<file path="src/rtl/cpu_bus_trace.sv">
// -----------------------------------------------------------------------------
// cpu_bus_trace
//
// On-chip trace buffer that snoops the cpu_top memory bus. Qualified bus
// cycles are stamped with a cycle count and written into a circular buffer.
// Capture stops on an address trigger followed by a post-trigger count, on
// CPU halt, or on a watchdog timeout. Once stopped, the frozen trace is read
// out oldest-first.
//
// Ports:
//   clk, reset_n         clock (rising edge), asynchronous active-low reset
//   addr_bus, data_bus   snooped address bus and memory read data
//   wr_data              CPU write data (acc_out)
//   mem_read, mem_write  bus strobes
//   halt                 CPU halt
//   arm                  one-cycle start pulse (honoured in IDLE/DONE only)
//   mode                 bit0 capture reads, bit1 capture writes
//   trig_addr, trig_mask trigger address and compare mask (1 = bit compared)
//   post_count           entries to capture after the trigger entry
//   timeout_limit        watchdog limit in cycles, 0 disables
//   rd_en                pop request
//   rd_data, rd_valid    popped entry {cyc, addr, data, wr, rd} and its pulse
//   state                0 IDLE, 1 PRE, 2 POST, 3 DONE
//   count                entries held
//   dropped              entries overwritten, saturating
//   triggered, halted, timed_out   causes of entering DONE
// -----------------------------------------------------------------------------
module cpu_bus_trace #(
   parameter int ADDR_W  = 16,
   parameter int DATA_W  = 8,
   parameter int DEPTH   = 16,
   parameter int CYC_W   = 16,
   parameter int ENTRY_W = CYC_W + ADDR_W + DATA_W + 2
) (
   input  logic                     clk,
   input  logic                     reset_n,
   input  logic [ADDR_W-1:0]        addr_bus,
   input  logic [DATA_W-1:0]        data_bus,
   input  logic [DATA_W-1:0]        wr_data,
   input  logic                     mem_read,
   input  logic                     mem_write,
   input  logic                     halt,
   input  logic                     arm,
   input  logic [1:0]               mode,
   input  logic [ADDR_W-1:0]        trig_addr,
   input  logic [ADDR_W-1:0]        trig_mask,
   input  logic [$clog2(DEPTH):0]   post_count,
   input  logic [CYC_W-1:0]         timeout_limit,
   input  logic                     rd_en,
   output logic [ENTRY_W-1:0]       rd_data,
   output logic                     rd_valid,
   output logic [1:0]               state,
   output logic [$clog2(DEPTH):0]   count,
   output logic [CYC_W-1:0]         dropped,
   output logic                     triggered,
   output logic                     halted,
   output logic                     timed_out
);

   localparam int PTR_W = $clog2(DEPTH);
   localparam int CNT_W = PTR_W + 1;
   localparam logic [CNT_W-1:0] FULL    = CNT_W'(DEPTH);
   localparam logic [CYC_W-1:0] CYC_MAX = {CYC_W{1'b1}};

   typedef enum logic [1:0] {
      S_IDLE = 2'd0,
      S_PRE  = 2'd1,
      S_POST = 2'd2,
      S_DONE = 2'd3
   } state_t;

   state_t state_q;
   state_t state_d;

   logic [ENTRY_W-1:0] mem [DEPTH];
   logic [PTR_W-1:0]   wr_ptr;
   logic [PTR_W-1:0]   rd_ptr;
   logic [CYC_W-1:0]   cyc;
   logic [CNT_W-1:0]   remaining;

   logic               capturing;
   logic               qual;
   logic               wr_en;
   logic               trig_hit;
   logic               halt_stop;
   logic               tmo_stop;
   logic               post_done;
   logic               arm_ok;
   logic               pop;
   logic [DATA_W-1:0]  cap_data;
   logic [ENTRY_W-1:0] entry;

   assign state = state_q;

   // Bus qualification and the entry that a qualified cycle would write.
   assign capturing = (state_q == S_PRE) || (state_q == S_POST);
   assign qual      = (mem_read & mode[0]) | (mem_write & mode[1]);
   assign wr_en     = capturing & qual;
   assign cap_data  = mem_write ? wr_data : data_bus;
   assign entry     = {cyc, addr_bus, cap_data, mem_write, mem_read};

   // Stop causes. Several may fire on the same cycle; each sets its own flag.
   assign trig_hit  = (state_q == S_PRE) && qual &&
                      (((addr_bus ^ trig_addr) & trig_mask) == '0);
   assign halt_stop = capturing && halt;
   assign tmo_stop  = capturing && (timeout_limit != '0) && (cyc == timeout_limit);
   // remaining is never 0 while in POST, so the write that brings it from 1
   // to 0 is the last one.
   assign post_done = (state_q == S_POST) && qual && (remaining == CNT_W'(1));

   // Readout handshake: rd_en is a request sampled on a clock edge while the
   // trace is frozen (DONE). If an entry is held, rd_data carries the oldest
   // entry and rd_valid pulses high for exactly one cycle after that edge;
   // with nothing held, rd_valid stays low. rd_en has no effect elsewhere, and
   // an arm on the same edge takes precedence over the pop.
   assign arm_ok = arm && ((state_q == S_IDLE) || (state_q == S_DONE));
   assign pop    = (state_q == S_DONE) && rd_en && (count != '0) && !arm;

   // Next-state logic.
   always_comb begin
      state_d = state_q;
      case (state_q)
         S_IDLE: begin
            if (arm) state_d = S_PRE;
         end
         S_PRE: begin
            if (halt_stop || tmo_stop || (trig_hit && (post_count == '0)))
               state_d = S_DONE;
            else if (trig_hit)
               state_d = S_POST;
         end
         S_POST: begin
            if (halt_stop || tmo_stop || post_done)
               state_d = S_DONE;
         end
         S_DONE: begin
            if (arm) state_d = S_PRE;
         end
         default: state_d = S_IDLE;
      endcase
   end

   always_ff @(posedge clk or negedge reset_n) begin
      if (!reset_n) state_q <= S_IDLE;
      else          state_q <= state_d;
   end

   // Entry storage has no reset: contents are only visible through pointers
   // that reset and arm clear.
   always_ff @(posedge clk) begin
      if (wr_en) mem[wr_ptr] <= entry;
   end

   // Pointers, occupancy, counters, flags and readout.
   always_ff @(posedge clk or negedge reset_n) begin
      if (!reset_n) begin
         wr_ptr    <= '0;
         rd_ptr    <= '0;
         count     <= '0;
         dropped   <= '0;
         cyc       <= '0;
         remaining <= '0;
         triggered <= 1'b0;
         halted    <= 1'b0;
         timed_out <= 1'b0;
         rd_valid  <= 1'b0;
         rd_data   <= '0;
      end else begin
         rd_valid <= pop;
         if (pop) rd_data <= mem[rd_ptr];

         if (arm_ok) begin
            wr_ptr    <= '0;
            rd_ptr    <= '0;
            count     <= '0;
            dropped   <= '0;
            cyc       <= '0;
            remaining <= '0;
            triggered <= 1'b0;
            halted    <= 1'b0;
            timed_out <= 1'b0;
         end else begin
            // Entries take the pre-increment stamp, so the first capture
            // cycle after arm stamps 0.
            if (capturing && (cyc != CYC_MAX)) cyc <= cyc + 1'b1;

            if (trig_hit)  triggered <= 1'b1;
            if (halt_stop) halted    <= 1'b1;
            if (tmo_stop)  timed_out <= 1'b1;

            if (trig_hit)
               remaining <= post_count;
            else if ((state_q == S_POST) && qual)
               remaining <= remaining - 1'b1;

            if (wr_en) begin
               wr_ptr <= wr_ptr + 1'b1;
               if (count == FULL) begin
                  // Buffer full: the new entry overwrites the oldest one.
                  rd_ptr <= rd_ptr + 1'b1;
                  if (dropped != CYC_MAX) dropped <= dropped + 1'b1;
               end else begin
                  count <= count + 1'b1;
               end
            end else if (pop) begin
               rd_ptr <= rd_ptr + 1'b1;
               count  <= count - 1'b1;
            end
         end
      end
   end

endmodule

</file>
<file path="config.mk">
export PLATFORM = sky130hd
export DESIGN_NAME = cpu_bus_trace
export DESIGN_NICKNAME = d
export VERILOG_FILES = /design/src/rtl/cpu_bus_trace.sv
export SDC_FILE = /design/constraint.sdc
export NUM_CORES = 1
export LEC_CHECK = 0
export ABC_AREA = 1
export CAP_MARGIN = 20
export CELL_PAD_IN_SITES_DETAIL_PLACEMENT = 1
export CELL_PAD_IN_SITES_GLOBAL_PLACEMENT = 1
export CORE_ASPECT_RATIO = 0.7
export CORE_MARGIN = 2
export CORE_UTILIZATION = 30
export DETAILED_ROUTE_END_ITERATION = 10
export PLACE_DENSITY_LB_ADDON = 0.1
export SYNTH_ARGS = -nofsm -noshare
export SYNTH_HDL_FRONTEND = slang
export SYNTH_SLANG_ARGS = --single-unit
</file>
<file path="constraint.sdc">
create_clock -name clk -period 7 [get_ports clk]
set_input_delay 1.05 -clock clk [delete_from_list [all_inputs] [get_ports clk]]
set_output_delay 1.05 -clock clk [all_outputs]
set_load 0.02 [all_outputs]
</file>
==> results.txt, run 1 <==
----------------------------------------------------
[Status]
  Status ... complete, no violations

[Synthesis]
  YS warnings ... 0
  Synthesized area per cell ... 11.9 um2
  Commonest register cell after synthesis ... edfxtp_1
  Post-synth EDFFs ... 672
  Share of the yosys chip area belonging to registers ... 0.717
  Top-count cell post-synth ... edfxtp_1
  Cell type with the highest aggregate area in the netlist ... edfxtp_1
  Netlist area before placement ... 31600 um2
  Proportion of register bits with asynchronous set or reset after synthesis ... 0.127
  Area fraction of the dominant cell type after synthesis ... 0.639
  List of most frequent post-synthesis cells ... edfxtp_1, nor2_1, o21ai_0
  Syn Inst Count ... 2644
  Total of flip-flops plus latches after synthesis ... 770
  Top cells by area in the synthesized netlist ... edfxtp_1, dfrtp_1, o21ai_0
  Synthesized netlist net count ... 2754
  Count of unique library cells instantiated by Yosys ... 44

[Route]
  DR iter-0 viols ... 1361
  WL met3 ... 3.79 mm
  Post-DR wirelength/cell ... 24.2 um
  Via density per instance ... 4.99
  Routed via count ... 21273
  Length of the first detailed-routing pass in iterations ... 5
  Number of remaining DRC errors ... 0
  Detailed-route wire length on metal 1 ... 52.0 mm
  Routed length on met2 ... 45.7 mm
  Wire length after detailed routing ... 103 mm
  Top Layer Used ... met5
  Post-route antenna net violation count ... 0

[STA]
  Achievable clock frequency ... 0.278 GHz
  Count of final setup violators ... 0
  Actual transition at the worst max-transition pin ... 1.12 ns
  Total count of hold-check failures in the final report ... 0
  Post-route minimum period ... 3.60 ns
  Period utilization ... 0.514
  Worst setup skew after layout ... 0.0209 ns
  Headroom to the max-slew limit ... 0.249
  Post-Route Setup TNS ... 0 ns
  Number of max-slew violations in the final report ... 0
  Setup repair after global routing missed its margin ... no

[GRT]
  Via count of the first global-routing pass ... 22176
  Global-route usage over all layers ... 0.191
  First-pass GRT wire length ... 152 mm
  GRT overflow ... 0
  Pin count of the biggest net entering global routing ... 157
  Number of antenna violations at the first check in global routing ... 4

[Clock network]
  Resized Gates After CTS ... 0
  Clock buffers created by TritonCTS ... 82
  Clock Tree Root ... clkbuf_16
  Hold-fix buffers at CTS ... 0
  TritonCTS clock tree ... done
  Number of clock sinks ... 770
  Buffer count from post-CTS setup fixing ... 0
  Depth of the CTS H-tree ... 3
  Worst-case clock buffer depth ... 3
  Clock edge transition at the registers on the reported setup and hold paths ... 0.06 ns
  Insertion delay of the later-clocked pin in the worst-skew pair ... 0.66 ns

[Finish]
  Final Non-Filler Cells ... 4267
  P&R area growth vs syn ... 19.5%
  Utilization after layout ... 0.362
  Number of antenna cells inserted ... 0
  Ratio of cells with drive above 1 in the final layout ... 0.0775
  Final net count ... 2899
  Final standard cell area without fillers ... 37700 um2

[Place]
  Sum of net half-perimeters after detailed placement ... 60.2 mm
  Weighted congestion at the end of routability-driven global placement ... 0.756
  Placed Instances ... 4116
  Count of buffers inserted at the top-level ports ... 162
  Cell area reported after detailed placement ... 34900 um2

[Min path]
  Worst Hold Class ... primary input to asynchronous set/reset pin

[Setup path]
  Worst EP arrival ... 4.18 ns
  Startpoint types ... register
  Required time worst endpoint ... 7.58 ns
  Maximum fanout along the worst path ... 132
  Capturing element type of the critical path ... register
  Path type of the worst setup path ... register to register

[Floorplan]
  Starting density of the core ... 0.303
  Site row count ... 99
  Number of I/O pins ... 163
  Die height ... 275 um
  Die W ... 392 um
  Standard cell core area ... 104000 um2
  Overall die area ... 108000 um2

[Power]
  Leakage component of the power ... 13.2 nW
  Power density over the cells ... 401 nW/um2
  Worst-case vdd ir drop ... 0.000211 V

[Flow run]
  Max Cap Viol ... 0

----------------------------------------------------
-- area by class of cell --
cell class,count,area (um2)
fill,11202,66600
sequential,770,22600
multi-input combinational,1625,7990
clock buffer,106,2230
timing repair buffer,209,2140
tap,1414,1770
clock inverter,42,571
inverter,101,398
-- final timing paths --
check	to	cells past startpoint	startpoint	slack (ns)
worst max-delay path	rd_data[38]	8	rd_ptr[0]	3.40
worst min-delay path	rd_data[11]	1	reset_n	0.43
worst max register to register	rd_data[38]	8	rd_ptr[0]	3.40
worst min register to register	rd_data[19]	2	rd_data[19]	0.48
max in group asynchronous	rd_ptr[1]	2	reset_n	5.07
min in group clk	rd_data[19]	2	rd_data[19]	0.48
-- power breakdown --
part | total (mW) | internal (mW) | switching (mW)
registers | 5.98 | 5.51 | 0.466
logic | 4.56 | 1.37 | 3.18
clock network | 4.62 | 2.77 | 1.85
total | 15.1 | 9.65 | 5.50
-- stage by stage --
step                      power [mW]  worst slack [ns]  hold slack (ns)
final                           15.1              3.40            0.432
after global routing            16.0              3.22            0.444
after detailed placement        10.7              2.69            0.470
after global placement          10.6              2.75            0.471
after floorplan                 8.70              3.15            0.459
after CTS                       15.3              3.42            0.427
-- kinds of logic after synthesis --
family | share of synthesized area
mux | 0.00697
buf+inv | 0.0342
fa+ha+maj | 0.00658
flops | 0.717
simple gates | 0.112
xor+xnor | 0.00444
compound gates | 0.119
-- cells in the final DEF, fill, tap and decap left out, types with 7 or more instances in the layout --
| cell | Yosys | routed |
|---|---|---|
| dfrtp_1 | 98 | 94 |
| buf_12 | 0 | 7 |
| mux2i_1 | 22 | 22 |
| nand2_1 | 365 | 365 |
| bufinv_16 | 0 | 14 |
| nand4_1 | 10 | 10 |
| a21oi_1 | 58 | 58 |
| edfxtp_1 | 672 | 672 |
| nor2_4 | 3 | 19 |
| inv_1 | 94 | 93 |
| ha_1 | 15 | 15 |
| nand3_1 | 47 | 47 |
| xor2_1 | 12 | 12 |
| o31ai_1 | 16 | 16 |
| clkinv_2 | 0 | 13 |
| clkinv_1 | 2 | 12 |
| nand2_2 | 7 | 7 |
| clkbuf_16 | 0 | 84 |
| buf_4 | 12 | 37 |
| o22ai_1 | 182 | 182 |
| nor2_1 | 420 | 404 |
| clkdlybuf4s50_1 | 0 | 161 |
| o21ai_1 | 38 | 38 |
| clkbuf_1 | 81 | 17 |
| o21ai_0 | 379 | 379 |
| nor3_1 | 10 | 10 |
-- routing by layer --
layer / up-vias / global-route usage
met1: 10995 / 0.287
met2: 376 / 0.290
li1: 9789 / -
met4: 2 / 0.0388
met3: 111 / 0.0319
met5: - / 0
-- critical path, cell delays in order, from the launching register on --
cell and delay (ns):
dfrtp_4 0.75, inv_8 0.63, buf_12 0.55, o21ai_0 0.18, o22ai_1 0.51, o21ai_1 0.19, o22ai_1 0.34, nand2_1 0.11
nand2_1 0.08
-- registers in the layout, summed over array words and instances (netlist names) --
signal and count:
triggered 1, dropped 16, timed_out 1, halted 1, cyc 16, rd_data 42
mem 672, rd_valid 1, wr_ptr 4, remaining 5, count 5, state 2
rd_ptr 4
No activity file was read; power rests on OpenSTA's default activity.
==> inputs of run 2 (changes only) <==
Clock period 7 ns to 3 ns, I/O delays scaled along.
==> run 2 against run 1 <==
Against the previous run: worst hold slack got worse by 0.094 ns; combinational power grew to 2.5 times the previous value; maximum frequency rose by 46%; critical path depth stayed put; register-to-register slack worse by 2.9 ns; largest cell class unchanged; largest power group unchanged.
==> results.txt, run 2 (synthesis results as in run 1) <==
----------------------------------------------------
[Status]
  Status ... complete, no violations

[Setup path]
  Capturing element type of the critical path ... register
  Worst EP arrival ... 2.80 ns (-1.38 ns)
  Startpoint types ... register
  Gate family responsible for the most delay along the worst path ... buffers and inverters
  Slowest stage delay, CP ... 0.43 ns (-0.32 ns)
  Path type of the worst setup path ... register to register
  Maximum fanout along the worst path ... 31 (-77%)
  Cells traversed along the worst timing path ... inv_1 > ha_1 > inv_1 > nand2_4 > inv_6 > nand2_1 > nor2_4 > buf_12
  Slowest cell on crit path ... dfrtp_1
  Required time worst endpoint ... 3.33 ns (-4.25 ns)
  Number of buffer and inverter instances along the worst setup path ... 4 (+2)
  Most numerous cell on the critical path ... inv_1

[Route]
  Post-DR wirelength/cell ... 23.8 um (-1.8%)
  Post-route antenna net violation count ... 0 (unchanged)
  Via density per instance ... 4.95 (-0.71%)
  Number of remaining DRC errors ... 0 (unchanged)
  DR iter-0 viols ... 1457 (+7.1%)
  Length of the first detailed-routing pass in iterations ... 7 (+2)
  Routed via count ... 21474 (+0.94%)
  Wire length after detailed routing ... 103 mm (-0.20%)

[Place]
  DP Worst Slack ... -0.108 ns (-2.80 ns)
  Cell area reported after detailed placement ... 35700 um2 (+2.4%)
  Sum of net half-perimeters after detailed placement ... 60.5 mm (+0.56%)
  Count of buffers inserted at the top-level ports ... 162 (unchanged)
  Weighted congestion at the end of routability-driven global placement ... 0.776 (+2.6%)
  Placed Instances ... 4188 (+1.7%)

[STA]
  Headroom to the max-slew limit ... 0.434 (+0.185)
  Setup repair after global routing missed its margin ... no
  Setup WS post-layout ... 0.532 ns (-2.87 ns)
  Actual transition at the worst max-transition pin ... 0.849 ns (-0.275 ns)
  Period utilization ... 0.823 (+0.308)
  Total count of hold-check failures in the final report ... 0 (unchanged)
  Number of max-slew violations in the final report ... 0 (unchanged)
  Post-route minimum period ... 2.47 ns (-1.13 ns)
  Count of final setup violators ... 0 (unchanged)
  Worst setup skew after layout ... 0.0210 ns (+0.0000638 ns)
  Achievable clock frequency ... 0.405 GHz (+46%)

[Clock network]
  Clock buffers created by TritonCTS ... 81 (-1.2%)
  Worst-case clock buffer depth ... 3 (unchanged)
  Depth of the CTS H-tree ... 3 (unchanged)
  Insertion delay of the later-clocked pin in the worst-skew pair ... 0.67 ns (about the same)
  Number of clock sinks ... 770 (unchanged)
  TritonCTS clock tree ... done
  Clock edge transition at the registers on the reported setup and hold paths ... 0.06 ns (about the same)
  Clock Tree Root ... clkbuf_16
  Buffer count from post-CTS setup fixing ... 0 (unchanged)

[Finish]
  Final Non-Filler Cells ... 4338 (+1.7%)
  Number of flip-flops in the largest register ... 672 (unchanged)
  # fillers ... 11209 (+0.062%)
  P&R area growth vs syn ... 21.2%
  Final net count ... 2968 (+2.4%)
  Top library cells by usage in the layout, fill and taps aside ... edfxtp_1, nor2_1, o21ai_0, nand2_1, o22ai_1
  Utilization after layout ... 0.367 (+0.00501)
  Ratio of cells with drive above 1 in the final layout ... 0.0951 (+0.0176)
  Final standard cell area without fillers ... 38300 um2 (+1.4%)
  Largest registers ... mem x672, rd_data x42
  Most frequent standard cell in the layout excluding fill and tap cells ... edfxtp_1
  Largest Register ... mem

[Floorplan]
  Starting density of the core ... 0.303 (unchanged)
  Standard cell core area ... 104000 um2 (unchanged)
  Die W ... 392 um (unchanged)
  Overall die area ... 108000 um2 (unchanged)
  Site row count ... 99 (unchanged)
  Number of I/O pins ... 163 (unchanged)
  Die height ... 275 um (unchanged)

[Min path]
  Worst Hold Class ... primary input to asynchronous set/reset pin

[Flow run]
  Max Cap Viol ... 0 (unchanged)

[GRT]
  Via count of the first global-routing pass ... 22741 (+2.5%)
  GRT overflow ... 0 (unchanged)
  Number of antenna violations at the first check in global routing ... 2 (-2)
  Pin count of the biggest net entering global routing ... 128 (-18%)
  First-pass GRT wire length ... 152 mm (about the same)
  Global-route usage over all layers ... 0.191 (-0.000303)

[Power]
  Power density over the cells ... 911 nW/um2 (+130%)
  Worst-case vdd ir drop ... 0.000556 V (+160%)
  Total design power ... 34.9 mW (+130%)
  Leakage component of the power ... 13.4 nW (+2.1%)

----------------------------------------------------
==> run 2: cell types whose count changed in the layout (fill, tap and decap cells not counted), sizes merged, moves of 2 or more <==
cell | before | now
buf | 48 | 117
bufinv | 14 | 6
clkinvlp | 2 | 4
clkbuf | 106 | 112
==> run 2: where the power goes <==
part / switching [mW] / internal (mW) / total (mW)
combinational: 7.80 / 3.68 / 11.5
sequential: 0.574 / 12.9 / 13.4
clock: 4.28 / 5.69 / 9.96
total: 12.7 / 22.2 / 34.9
==> run 2: per-stage QoR <==
stage | TNS (ns) | hold slack [ns]
detailed placement | -0.447 | 0.469
global route | 0 | 0.347
global placement | -0.0136 | 0.463
floorplan | -243.49 | 0.154
CTS | 0 | 0.326
finish | 0 | 0.338
==> run 2: worst paths after layout <==
check / start / endpoint / slack, ns / depth (start not counted)
worst min-delay path: reset_n / rd_data[9] / 0.34 / 2
worst max-delay path: state[0] / mem[3][17] / 0.53 / 8
worst max register to register: state[0] / mem[3][17] / 0.53 / 8
worst min register to register: rd_data[11] / rd_data[11] / 0.48 / 2
max in group asynchronous: reset_n / timed_out / 1.79 / 3
min in group clk: halt / halted / 0.45 / 3
==> run 2: final cells by class <==
class	count	area, um2	area share
timing repair buffer	279	2910	0.0761
inverter	101	394	0.0103
tap	1414	1770	0.0462
antenna	1	2.50	0.0000654
multi-input combinational	1625	7990	0.209
clock inverter	36	339	0.00886
sequential	770	22600	0.592
clock buffer	112	2220	0.0579
==> run 2: timing repair <==
item	in CTS	in global routing
resized for setup	0	0
hold buffers	1	0
setup endpoints to repair	0	0
hold endpoints to repair	31	0
==> run 2: routing by layer <==
layer	track usage	share of wire
met1	0.271	0.48
met2	0.306	0.46
met3	0.0330	0.037
met4	0.0413	0.018
met5	0	0.00013
==> inputs of run 3 (changes only) <==
Clock period 3 ns to 2.1 ns, I/O delays scaled along.
==> run 3 against run 2 <==
Against the previous run: final area grew 5.5%; clock skew grew 0.0038 ns; maximum frequency grew 20%; wire length grew 2.7%; global-route usage grew 0.58 points; first-iteration DRC count grew 2.8%; combinational power grew 63%; sequential share of layout area shrank 3.1 points; worst hold slack lost 0.21 ns.
==> results.txt, run 3 (synthesis results as in run 1) <==
----------------------------------------------------
[Power]
  Register share of total power ... 0.363 (-0.022)
  Leakage component of the power ... 14.5 nW (+7.9%)
  Worst-case vdd ir drop ... 0.000772 V (+39%)
  Power density over the cells ... 1300 nW/um2 (+43%)
  Internal power component ... 33.7 mW (+51%)
  Switching portion of total power ... 0.359 (-0.00395)
  Reported net switching power ... 18.8 mW (+49%)
  Combinational Power Share ... 0.357 (+0.028)
  Clk pwr share ... 0.280 (-0.006)
  Total design power ... 52.5 mW (+51%)

[Floorplan]
  Die height ... 275 um (unchanged)
  Number of I/O pins ... 163 (unchanged)
  Site row count ... 99 (unchanged)
  Starting density of the core ... 0.303 (unchanged)
  Standard cell core area ... 104000 um2 (unchanged)
  Overall die area ... 108000 um2 (unchanged)
  Die W ... 392 um (unchanged)

[STA]
  Total count of hold-check failures in the final report ... 0 (unchanged)
  Post-Route Setup TNS ... 0 ns (unchanged)
  Period utilization ... 0.980 (+0.157)
  Setup WS post-layout ... 0.0424 ns (-0.490 ns)
  Setup repair after global routing missed its margin ... yes
  Actual transition at the worst max-transition pin ... 0.511 ns (-0.338 ns)
  Post-route minimum period ... 2.06 ns (-0.410 ns)
  Achievable clock frequency ... 0.486 GHz (+20%)
  Worst setup skew after layout ... 0.0248 ns (+0.00380 ns)
  Headroom to the max-slew limit ... 0.657 (+0.223)
  Worst hold slack ... 0.127 ns (-0.210 ns)
  Number of max-slew violations in the final report ... 0 (unchanged)
  Count of final setup violators ... 0 (unchanged)

[Finish]
  Most frequent standard cell in the layout excluding fill and tap cells ... edfxtp_1
  Number of antenna cells inserted ... 0 (-1)
  # fillers ... 11062 (-1.3%)
  P&R area growth vs syn ... 27.9%
  Ratio of cells with drive above 1 in the final layout ... 0.143 (+0.0483)
  Largest registers ... mem x672, rd_data x42
  Final net count ... 3092 (+4.2%)
  Utilization after layout ... 0.387 (+0.0202)
  Largest Register ... mem
  Multi-input combinational cell area ... 8140 um2 (+1.9%)
  Top library cells by usage in the layout, fill and taps aside ... edfxtp_1, nor2_1, o21ai_0, nand2_1, o22ai_1
  Number of flip-flops in the largest register ... 672 (unchanged)
  Register area ... 22600 um2 (about the same)

[Setup path]
  Required time worst endpoint ... 2.69 ns (-0.64 ns)
  Worst reg2reg path endpoint ... rd_data[13]
  Critical path capture point ... rd_data[13]
  Register-to-register setup slack ... 0.04 ns (-0.49 ns)
  Maximum fanout along the worst path ... 48 (+55%)
  Path type of the worst setup path ... register to register
  Beginning of the worst register-to-register path ... rd_ptr[1]
  Capturing element type of the critical path ... register
  Crit path launch ... rd_ptr[1]
  R2R depth ... 9 (+1)
  Startpoint types ... register
  Worst EP arrival ... 2.65 ns (-0.15 ns)

[Clock network]
  Worst-case clock buffer depth ... 3 (unchanged)
  Insertion delay of the later-clocked pin in the worst-skew pair ... 0.67 ns (about the same)
  Clock Tree Root ... clkbuf_16
  TritonCTS clock tree ... done
  Clock edge transition at the registers on the reported setup and hold paths ... 0.06 ns (about the same)
  Number of clock sinks ... 770 (unchanged)
  Depth of the CTS H-tree ... 3 (unchanged)
  Clock buffers created by TritonCTS ... 82 (+1.2%)

[Place]
  Count of buffers inserted at the top-level ports ... 162 (unchanged)
  Sum of net half-perimeters after detailed placement ... 67.4 mm (+11%)
  DP Worst Slack ... -1.02 ns (-0.911 ns)
  Weighted congestion at the end of routability-driven global placement ... 0.794 (+2.4%)

[GRT]
  GRT overflow ... 0 (unchanged)
  Pin count of the biggest net entering global routing ... 95 (-26%)
  First-pass GRT wire length ... 157 mm (+3.4%)
  Global-route usage over all layers ... 0.197 (+0.00579)
  Via count of the first global-routing pass ... 23481 (+3.3%)
  Number of antenna violations at the first check in global routing ... 2 (unchanged)

[Flow run]
  Max Cap Viol ... 0 (unchanged)

[Route]
  Wire length after detailed routing ... 106 mm (+2.7%)
  Routed via count ... 22161 (+3.2%)
  DR iter-0 viols ... 1498 (+2.8%)
  Via density per instance ... 4.97 (+0.33%)
  Post-DR wirelength/cell ... 23.7 um (-0.19%)
  Number of remaining DRC errors ... 0 (unchanged)
  Length of the first detailed-routing pass in iterations ... 5 (-2)
  Post-route antenna net violation count ... 0 (unchanged)

[Min path]
  Worst Hold Class ... primary input to asynchronous set/reset pin

[Status]
  Status ... complete, no violations

----------------------------------------------------
-- run 3: cell types whose count changed in the layout (fill, tap and decap cells not counted), moves of 4 or more --
| cell | before | now |
|---|---|---|
| nand2_1 | 365 | 356 |
| clkbuf_1 | 27 | 23 |
| buf_4 | 84 | 136 |
| clkdlybuf4s50_1 | 161 | 145 |
| dlygate4sd2_1 | 0 | 14 |
| buf_12 | 33 | 100 |
| clkinv_1 | 14 | 8 |
| nand2_8 | 0 | 5 |
-- run 3: metal layers --
metal	global-route usage	routed length [um]	share of wire	vias up
met4	0.0415	1760	0.017	0
met1	0.289	52300	0.49	11470
met2	0.309	48100	0.45	378
met3	0.0281	3710	0.035	118
met5	0	0	0	-
li1	-	-	-	10195
-- run 3: area by class of cell --
cell class | count | area share
Tap cell | 1414 | 0.0438
Multi-Input combinational cell | 1625 | 0.202
Sequential cell | 770 | 0.561
Timing Repair Buffer | 402 | 0.117
Inverter | 101 | 0.0101
Clock buffer | 112 | 0.0562
Clock inverter | 38 | 0.0104
-- run 3: stage by stage --
stage | cell area (um2) | instances
floorplan | 31800 | 2644
global placement | 37600 | 4307
detailed placement | 37600 | 4307
CTS | 40300 | 4458
global route | 40400 | 4462
finish | 40400 | 4462
-- run 3: timing repair --
action	CTS	global route
pin swaps	0	3
hold endpoints to repair	98	0
buffers inserted	0	4
cloned	0	0
gates resized for setup	21	18
setup endpoints to repair	33	28
hold buffers	1	0
-- run 3: worst min-delay path by stage --
| stage | to | depth (start not counted) |
|---|---|---|
| after detailed placement | dropped[5] | 1 |
| after global placement | dropped[5] | 1 |
| after floorplan | count[0] | 0 |
| final | dropped[3] | 2 |
| after CTS | dropped[5] | 2 |
| after global routing | dropped[5] | 2 |
-- run 3: power groups by stage --
stage	sequential [mW]	clock [mW]	combinational [mW]
floorplan	19.9	0	9.33
detailed placement	19.4	0	18.7
finish	19.1	14.7	18.7
CTS	19.1	15.1	18.8
global placement	19.3	0	18.5
global route	19.2	15.6	20.6
-- run 3: worst max-delay path, stage by stage (launching register included) --
cell and delay, ns:
dfrtp_4 0.54, clkinv_2 0.14, buf_16 0.26, buf_4 0.21
o21ai_0 0.09, o22ai_1 0.11, nor2_1 0.05, o22ai_1 0.36
nand2_1 0.11, nand2_1 0.07
